### config.mk
export PLATFORM = sky130hd
export DESIGN_NAME = sprite_blit_master_flat
export DESIGN_NICKNAME = d
export VERILOG_FILES = /design/src/rtl/sprite_blit_master_if.sv /design/src/rtl/sprite_blit_master.sv /design/src/flat_wrapper.sv
export SDC_FILE = /design/constraint.sdc
export NUM_CORES = 1
export LEC_CHECK = 0
export BUFFER_PORTS_ARGS = -buffer_cell sky130_fd_sc_hd__buf_4
export CAP_MARGIN = 40
export CORE_MARGIN = 8
export CORE_UTILIZATION = 50
export DETAILED_ROUTE_END_ITERATION = 8
export PLACE_DENSITY = 0.71
export SKIP_LAST_GASP = 1
export SYNTH_ARGS = -nofsm -noshare
export SYNTH_HDL_FRONTEND = slang
export SYNTH_SLANG_ARGS = --single-unit
### constraint.sdc
create_clock -name clk -period 8 [get_ports clk]
set_input_delay 1.2 -clock clk [delete_from_list [all_inputs] [get_ports clk]]
set_output_delay 1.2 -clock clk [all_outputs]
set_load 0.1 [all_outputs]
### src/rtl/sprite_blit_master_if.sv
// rtl/sprite_blit_master_if.sv - shared Avalon-MM memory port between the blitter and on-chip RAM
interface sprite_blit_master_if #(
  parameter int AW = 19,
  parameter int DW = 8
);
  logic          mem_grant;
  logic [AW-1:0] address;
  logic          chipselect;
  logic          write;
  logic [DW-1:0] writedata;
  logic [DW-1:0] readdata;

  modport master (
    input  mem_grant, readdata,
    output address, chipselect, write, writedata
  );

  modport slave (
    output mem_grant, readdata,
    input  address, chipselect, write, writedata
  );
endinterface

### src/rtl/sprite_blit_master.sv
// rtl/sprite_blit_master.sv - rectangular byte blitter over a granted Avalon-MM memory port
// Optional colour-key skip enabled by defining BLIT_TRANSPARENCY_EN.
module sprite_blit_master #(
  parameter int AW = 19,
  parameter int DW = 8,
  parameter int NW = 10
) (
  input  logic          clk,
  input  logic          reset,
  input  logic          start,
  input  logic [AW-1:0] src_base,
  input  logic [AW-1:0] dst_base,
  input  logic [NW-1:0] width,
  input  logic [NW-1:0] height,
  input  logic [NW-1:0] src_stride,
  input  logic [NW-1:0] dst_stride,
  input  logic [DW-1:0] key_color,
  output logic          busy,
  output logic          done,
  sprite_blit_master_if.master bus
);
  typedef enum logic [2:0] {IDLE, RD, CAP, WR, FIN} state_t;

  state_t        state;
  logic [NW-1:0] w_r, h_r, ss_r, ds_r;
  logic [NW-1:0] x, y;
  logic [AW-1:0] src_row, dst_row;
  logic [AW-1:0] addr_r;
  logic [DW-1:0] wd_r;
  logic          skip;

`ifdef BLIT_TRANSPARENCY_EN
  logic [DW-1:0] key_r;
  assign skip = (bus.readdata == key_r);
`else
  logic unused_key;
  assign unused_key = ^key_color;
  assign skip = 1'b0;
`endif

  logic          x_last, y_last, advance;
  logic [AW-1:0] x_ext, src_row_nx, dst_row_nx, adv_addr;

  assign x_last     = (x == w_r - 1'b1);
  assign y_last     = (y == h_r - 1'b1);
  assign x_ext      = {{(AW-NW){1'b0}}, x};
  assign src_row_nx = src_row + {{(AW-NW){1'b0}}, ss_r};
  assign dst_row_nx = dst_row + {{(AW-NW){1'b0}}, ds_r};
  assign adv_addr   = x_last ? src_row_nx : (src_row + x_ext + 1'b1);
  assign advance    = ((state == CAP) && skip) || ((state == WR) && bus.mem_grant);

  // Strobes follow the grant combinationally so a denied cycle never reaches the slave.
  assign bus.chipselect = ((state == RD) || (state == WR)) && bus.mem_grant;
  assign bus.write      = (state == WR) && bus.mem_grant;
  assign bus.address    = addr_r;
  assign bus.writedata  = wd_r;

  always_ff @(posedge clk) begin
    if (reset) begin
      state   <= IDLE;
      busy    <= 1'b0;
      done    <= 1'b0;
      addr_r  <= '0;
      wd_r    <= '0;
      w_r     <= '0;
      h_r     <= '0;
      ss_r    <= '0;
      ds_r    <= '0;
      x       <= '0;
      y       <= '0;
      src_row <= '0;
      dst_row <= '0;
`ifdef BLIT_TRANSPARENCY_EN
      key_r   <= '0;
`endif
    end else begin
      case (state)
        IDLE: if (start) begin
          w_r     <= width;
          h_r     <= height;
          ss_r    <= src_stride;
          ds_r    <= dst_stride;
`ifdef BLIT_TRANSPARENCY_EN
          key_r   <= key_color;
`endif
          x       <= '0;
          y       <= '0;
          src_row <= src_base;
          dst_row <= dst_base;
          addr_r  <= src_base;
          if (width == '0 || height == '0) begin
            state <= FIN;
            done  <= 1'b1;
          end else begin
            state <= RD;
            busy  <= 1'b1;
          end
        end
        RD: if (bus.mem_grant) state <= CAP;
        CAP: if (!skip) begin
          state  <= WR;
          addr_r <= dst_row + x_ext;
          wd_r   <= bus.readdata;
        end
        FIN: begin
          done  <= 1'b0;
          state <= IDLE;
        end
        default: ;
      endcase

      // Shared pixel/row stepping for both the skip path out of CAP and a granted write.
      if (advance) begin
        if (!x_last) begin
          x <= x + 1'b1;
        end else begin
          x <= '0;
          if (!y_last) begin
            y       <= y + 1'b1;
            src_row <= src_row_nx;
            dst_row <= dst_row_nx;
          end
        end
        if (x_last && y_last) begin
          state <= FIN;
          done  <= 1'b1;
          busy  <= 1'b0;
        end else begin
          state  <= RD;
          addr_r <= adv_addr;
        end
      end
    end
  end
endmodule
### src/flat_wrapper.sv
// flat-port wrapper written by rule: the top's interface ports become plain ports
module sprite_blit_master_flat 
#(
  parameter int AW = 19,
  parameter int DW = 8,
  parameter int NW = 10
)
  (clk, reset, start, src_base, dst_base, width, height, src_stride, dst_stride, key_color, busy, done, bus_mem_grant, bus_readdata, bus_address, bus_chipselect, bus_write, bus_writedata);
  sprite_blit_master_if #(.AW(AW), .DW(DW)) bus_i ();
  input  logic clk;
  input  logic reset;
  input  logic start;
  input  logic [AW-1:0] src_base;
  input  logic [AW-1:0] dst_base;
  input  logic [NW-1:0] width;
  input  logic [NW-1:0] height;
  input  logic [NW-1:0] src_stride;
  input  logic [NW-1:0] dst_stride;
  input  logic [DW-1:0] key_color;
  output logic busy;
  output logic done;
  input wire logic [$bits(bus_i.mem_grant)-1:0] bus_mem_grant;
  input wire logic [$bits(bus_i.readdata)-1:0] bus_readdata;
  output wire logic [$bits(bus_i.address)-1:0] bus_address;
  output wire logic [$bits(bus_i.chipselect)-1:0] bus_chipselect;
  output wire logic [$bits(bus_i.write)-1:0] bus_write;
  output wire logic [$bits(bus_i.writedata)-1:0] bus_writedata;
  assign bus_i.mem_grant = bus_mem_grant;
  assign bus_i.readdata = bus_readdata;
  assign bus_address = bus_i.address;
  assign bus_chipselect = bus_i.chipselect;
  assign bus_write = bus_i.write;
  assign bus_writedata = bus_i.writedata;
  sprite_blit_master #(.AW(AW), .DW(DW), .NW(NW)) u_core (.clk(clk), .reset(reset), .start(start), .src_base(src_base), .dst_base(dst_base), .width(width), .height(height), .src_stride(src_stride), .dst_stride(dst_stride), .key_color(key_color), .busy(busy), .done(done), .bus(bus_i));
endmodule
==> impl_metrics.yaml <==
drt:
  final_antenna_net_count: 0
  drtIter0Drc: 881
  routedWlPerCell_um: 18.1
  firstDrtPassIters: 7
  viasPerCell: 6.02
  route.vias.total: 8975
  drcViolationCount: 0
  finalWirelength_mm: 27.0
grt:
  antenna_found_initial: 0
  grt_remaining_overflow: 0
  grt_max_degree: 77
  grt_pass1_wl_mm: 43.0
  grt_pass1_vias: 8049
  grt.total_usage_pct: 24.1
logic_synthesis:
  synth-compound-area-share_pct: 25.3
  synthMuxAreaShare_pct: 2.60
  synth_xor_area_share_pct: 6.62
  avgSynthCellArea_um2: 7.56
  async_flop_share_pct: 0
  syn-num-nets: 1319
  yosysUniqueCellTypes: 72
  seq_area_frac_synth_pct: 29.3
  synth_edf_count: 0
  synth_top_family_by_area: "compound AO/OA/AOI/OAI gates"
  ys_ff_latch: 130
  syn_inst: 1173
  synth_area_um2: 8870
  synth_adder_area_share_pct: 7.11
  yosysWarnings: 0
  synth_ff_type: "dfxtp_1"
  synth_simple_gate_area_share_pct: 24.4
placed_design:
  dp_hpwl_mm: 19.3
  io_buffers: 120
  place.gp.congestion: 0.898
  post-place-ws_ns: 4.08
setup_path:
  crit_path_end_kind: "flop"
  arrival_ns: 4.20
  startpoint_type: "flop"
  cp_top_family: "simple AND/OR/NAND/NOR gates"
  critPathMaxStageDelay_ns: 0.58
  cpMaxStageDelayCell: "or3_1"
  crit_chain: "inv_1 -> ha_1 -> or2_0 -> a2111oi_0 -> o21ai_0 -> a22oi_1 -> nand3_1 -> or3_1 -> buf_8 -> or4_1 -> a31oi_1"
  cp_num_buf_inv: 2
  critical_path_class: "reg2reg"
  path_max_fanout: 17
  worstPathRequired_ns: 8.35
floorplan:
  num_rows: 48
  die_area_um2: 22300
  core_area_um2: 17300
  fp.dieW_um: 149
  die_y_um: 149
  ios: 129
  start_util_pct: 51.3
run:
  maxCapViolations: 0
cts:
  cts_tree: "yes"
  cts-root-buf: "clkbuf_16"
  clk_pin_slew_ns: 0.06
  cts_buffers: 17
  clockBufferDepth: 2
  clkSinkCount: 130
  insertion_delay_ns: 0.43
  htreeDepth: 4
  cts-resized-gates: 0
  post-cts-setup-buffers: 0
  cts_hold_buf: 0
sta:
  slew_violations: 0
  whs_ns: 0.457
  setup_viol: 0
  fmax_mhz: 260
  finalSetupTns_ns: 0
  fin_skew_ns: 0.00837
  finalHoldViolations: 0
  rsz0062_at_grt: "no"
  max_slew_margin_pct: 42.5
  fin_crit_sh_pct: 48.2
  period_minus_slack_ns: 3.85
  final.setup.worst_slack_ns: 4.15
  worst_slew_pin_slew_ns: 0.863
power:
  p_leak_nw: 4.36
  ir_worst_vdd_mv: 0.142
  powerDensity_nw_per_um2: 200
finish:
  final_core_util_pct: 61.3
  layout_common_cells: "nand2_1, dfxtp_1, buf_4"
  final_nets: 1399
  final_common_cell: "nand2_1"
  area_growth_syn_to_layout_pct: 19.5
  n_antenna_cell: 0
  drive_gt1_share_pct: 14.8
run_status:
  status: "finished clean"
worst_hold_path:
  hp-class: "reg2reg"
## sequential cells by signal (all words and copies together), names as in the netlist
signal	count
u_core.y	10
u_core.busy	1
u_core.state	3
u_core.src_row	19
u_core.ds_r	10
u_core.bus.writedata	8
u_core.x	10
u_core.dst_row	19
u_core.ss_r	10
u_core.done	1
u_core.bus.address	19
u_core.h_r	10
u_core.w_r	10
## cells in the mapped netlist, types with 4 or more instances
cell | number | area [µm²]
nor3_1 | 17 | 85.1
nand4_1 | 13 | 81.3
nor4_1 | 4 | 25.0
o2111ai_1 | 4 | 35.0
nor2b_1 | 10 | 62.6
buf_2 | 6 | 30.0
clkbuf_1 | 60 | 225
fa_1 | 4 | 80.1
dfxtp_1 | 130 | 2600
a22oi_1 | 4 | 30.0
a211oi_1 | 47 | 353
nor2_1 | 99 | 372
o21ai_0 | 46 | 230
o22ai_1 | 13 | 81.3
o311ai_0 | 5 | 43.8
nand2_1 | 176 | 661
o21a_1 | 6 | 45.0
ha_1 | 44 | 551
inv_1 | 30 | 113
a221oi_1 | 9 | 78.8
and3_1 | 29 | 181
a211o_1 | 4 | 35.0
xnor2_1 | 37 | 324
o211ai_1 | 13 | 97.6
a31oi_1 | 29 | 181
a31o_2 | 4 | 35.0
nand2b_1 | 25 | 156
or4_1 | 7 | 52.6
a311oi_1 | 5 | 43.8
buf_1 | 5 | 18.8
a21oi_1 | 115 | 576
mux2i_1 | 23 | 230
xor2_1 | 30 | 263
or3_1 | 14 | 87.6
nand3_1 | 36 | 180
nor3b_1 | 4 | 30.0
o31ai_1 | 5 | 37.5
a21o_1 | 10 | 75.1
and2_1 | 4 | 25.0
## where the power goes
| part | internal, mW | leakage (nW) | switching [mW] |
|---|---|---|---|
| Sequential | 0.692 | 1.06 | 0.0497 |
| Combinational | 0.179 | 2.97 | 0.311 |
| Clock | 0.584 | 0.326 | 0.300 |
| Total | 1.45 | 4.36 | 0.661 |
## path summary, 6_finish.rpt
kind,startpoint,endpoint,slack (ns),depth (start not counted)
hold reg to reg,u_core.bus.writedata[1]$_SDFFE_PP0P_,u_core.bus.writedata[1]$_SDFFE_PP0P_,0.46,2
setup / recovery,u_core.w_r[0]$_SDFFE_PP0P_,u_core.dst_row[15]$_SDFF_PP0_,4.15,11
setup reg to reg,u_core.w_r[0]$_SDFFE_PP0P_,u_core.dst_row[15]$_SDFF_PP0_,4.15,11
hold / removal,u_core.bus.writedata[1]$_SDFFE_PP0P_,u_core.bus.writedata[1]$_SDFFE_PP0P_,0.46,2
## routing by layer
metal | track usage, % | part of all wire, % | vias to the layer above
li1 | - | - | 4423
met1 | 32.2 | 45 | 4214
met2 | 39.1 | 47 | 308
met3 | 4.55 | 6.5 | 30
met4 | 6.51 | 1.5 | 0
met5 | 0 | 0 | -
## cell families (layout without fill, tap and decap cells)
kind of cell | count (synthesis) | in the layout
adder cells (fa/ha/maj) | 48 | 48
AO/OA/AOI/OAI | 348 | 348
AND/OR/NAND/NOR | 453 | 453
buffers and inverters | 104 | 197
flip-flops | 130 | 130
multiplexers | 23 | 23
XOR/XNOR | 67 | 67
## layout make-up
cell class / instances / area (µm²)
Sequential cell: 130 / 2600
Clock inverter: 10 / 178
Timing Repair Buffer: 135 / 1070
Fill cell: 1585 / 6700
Inverter: 30 / 113
Multi-Input combinational cell: 939 / 5870
Tap cell: 225 / 282
Clock buffer: 22 / 484
## through the flow
step	cells	area, µm²	total power [mW]
after global placement	1452	9820	1.22
final	1491	10600	2.12
after global routing	1491	10600	2.20
after detailed placement	1458	9930	1.24
after floorplan	1173	8870	1.10
after CTS	1490	10600	2.12
## worst min-delay path, cell delays in order, from the launching register on
cell and delay (ns):
dfxtp_1 0.31, nand2_1 0.05, a21oi_1 0.05
No activity file was read; power rests on OpenSTA's default activity.
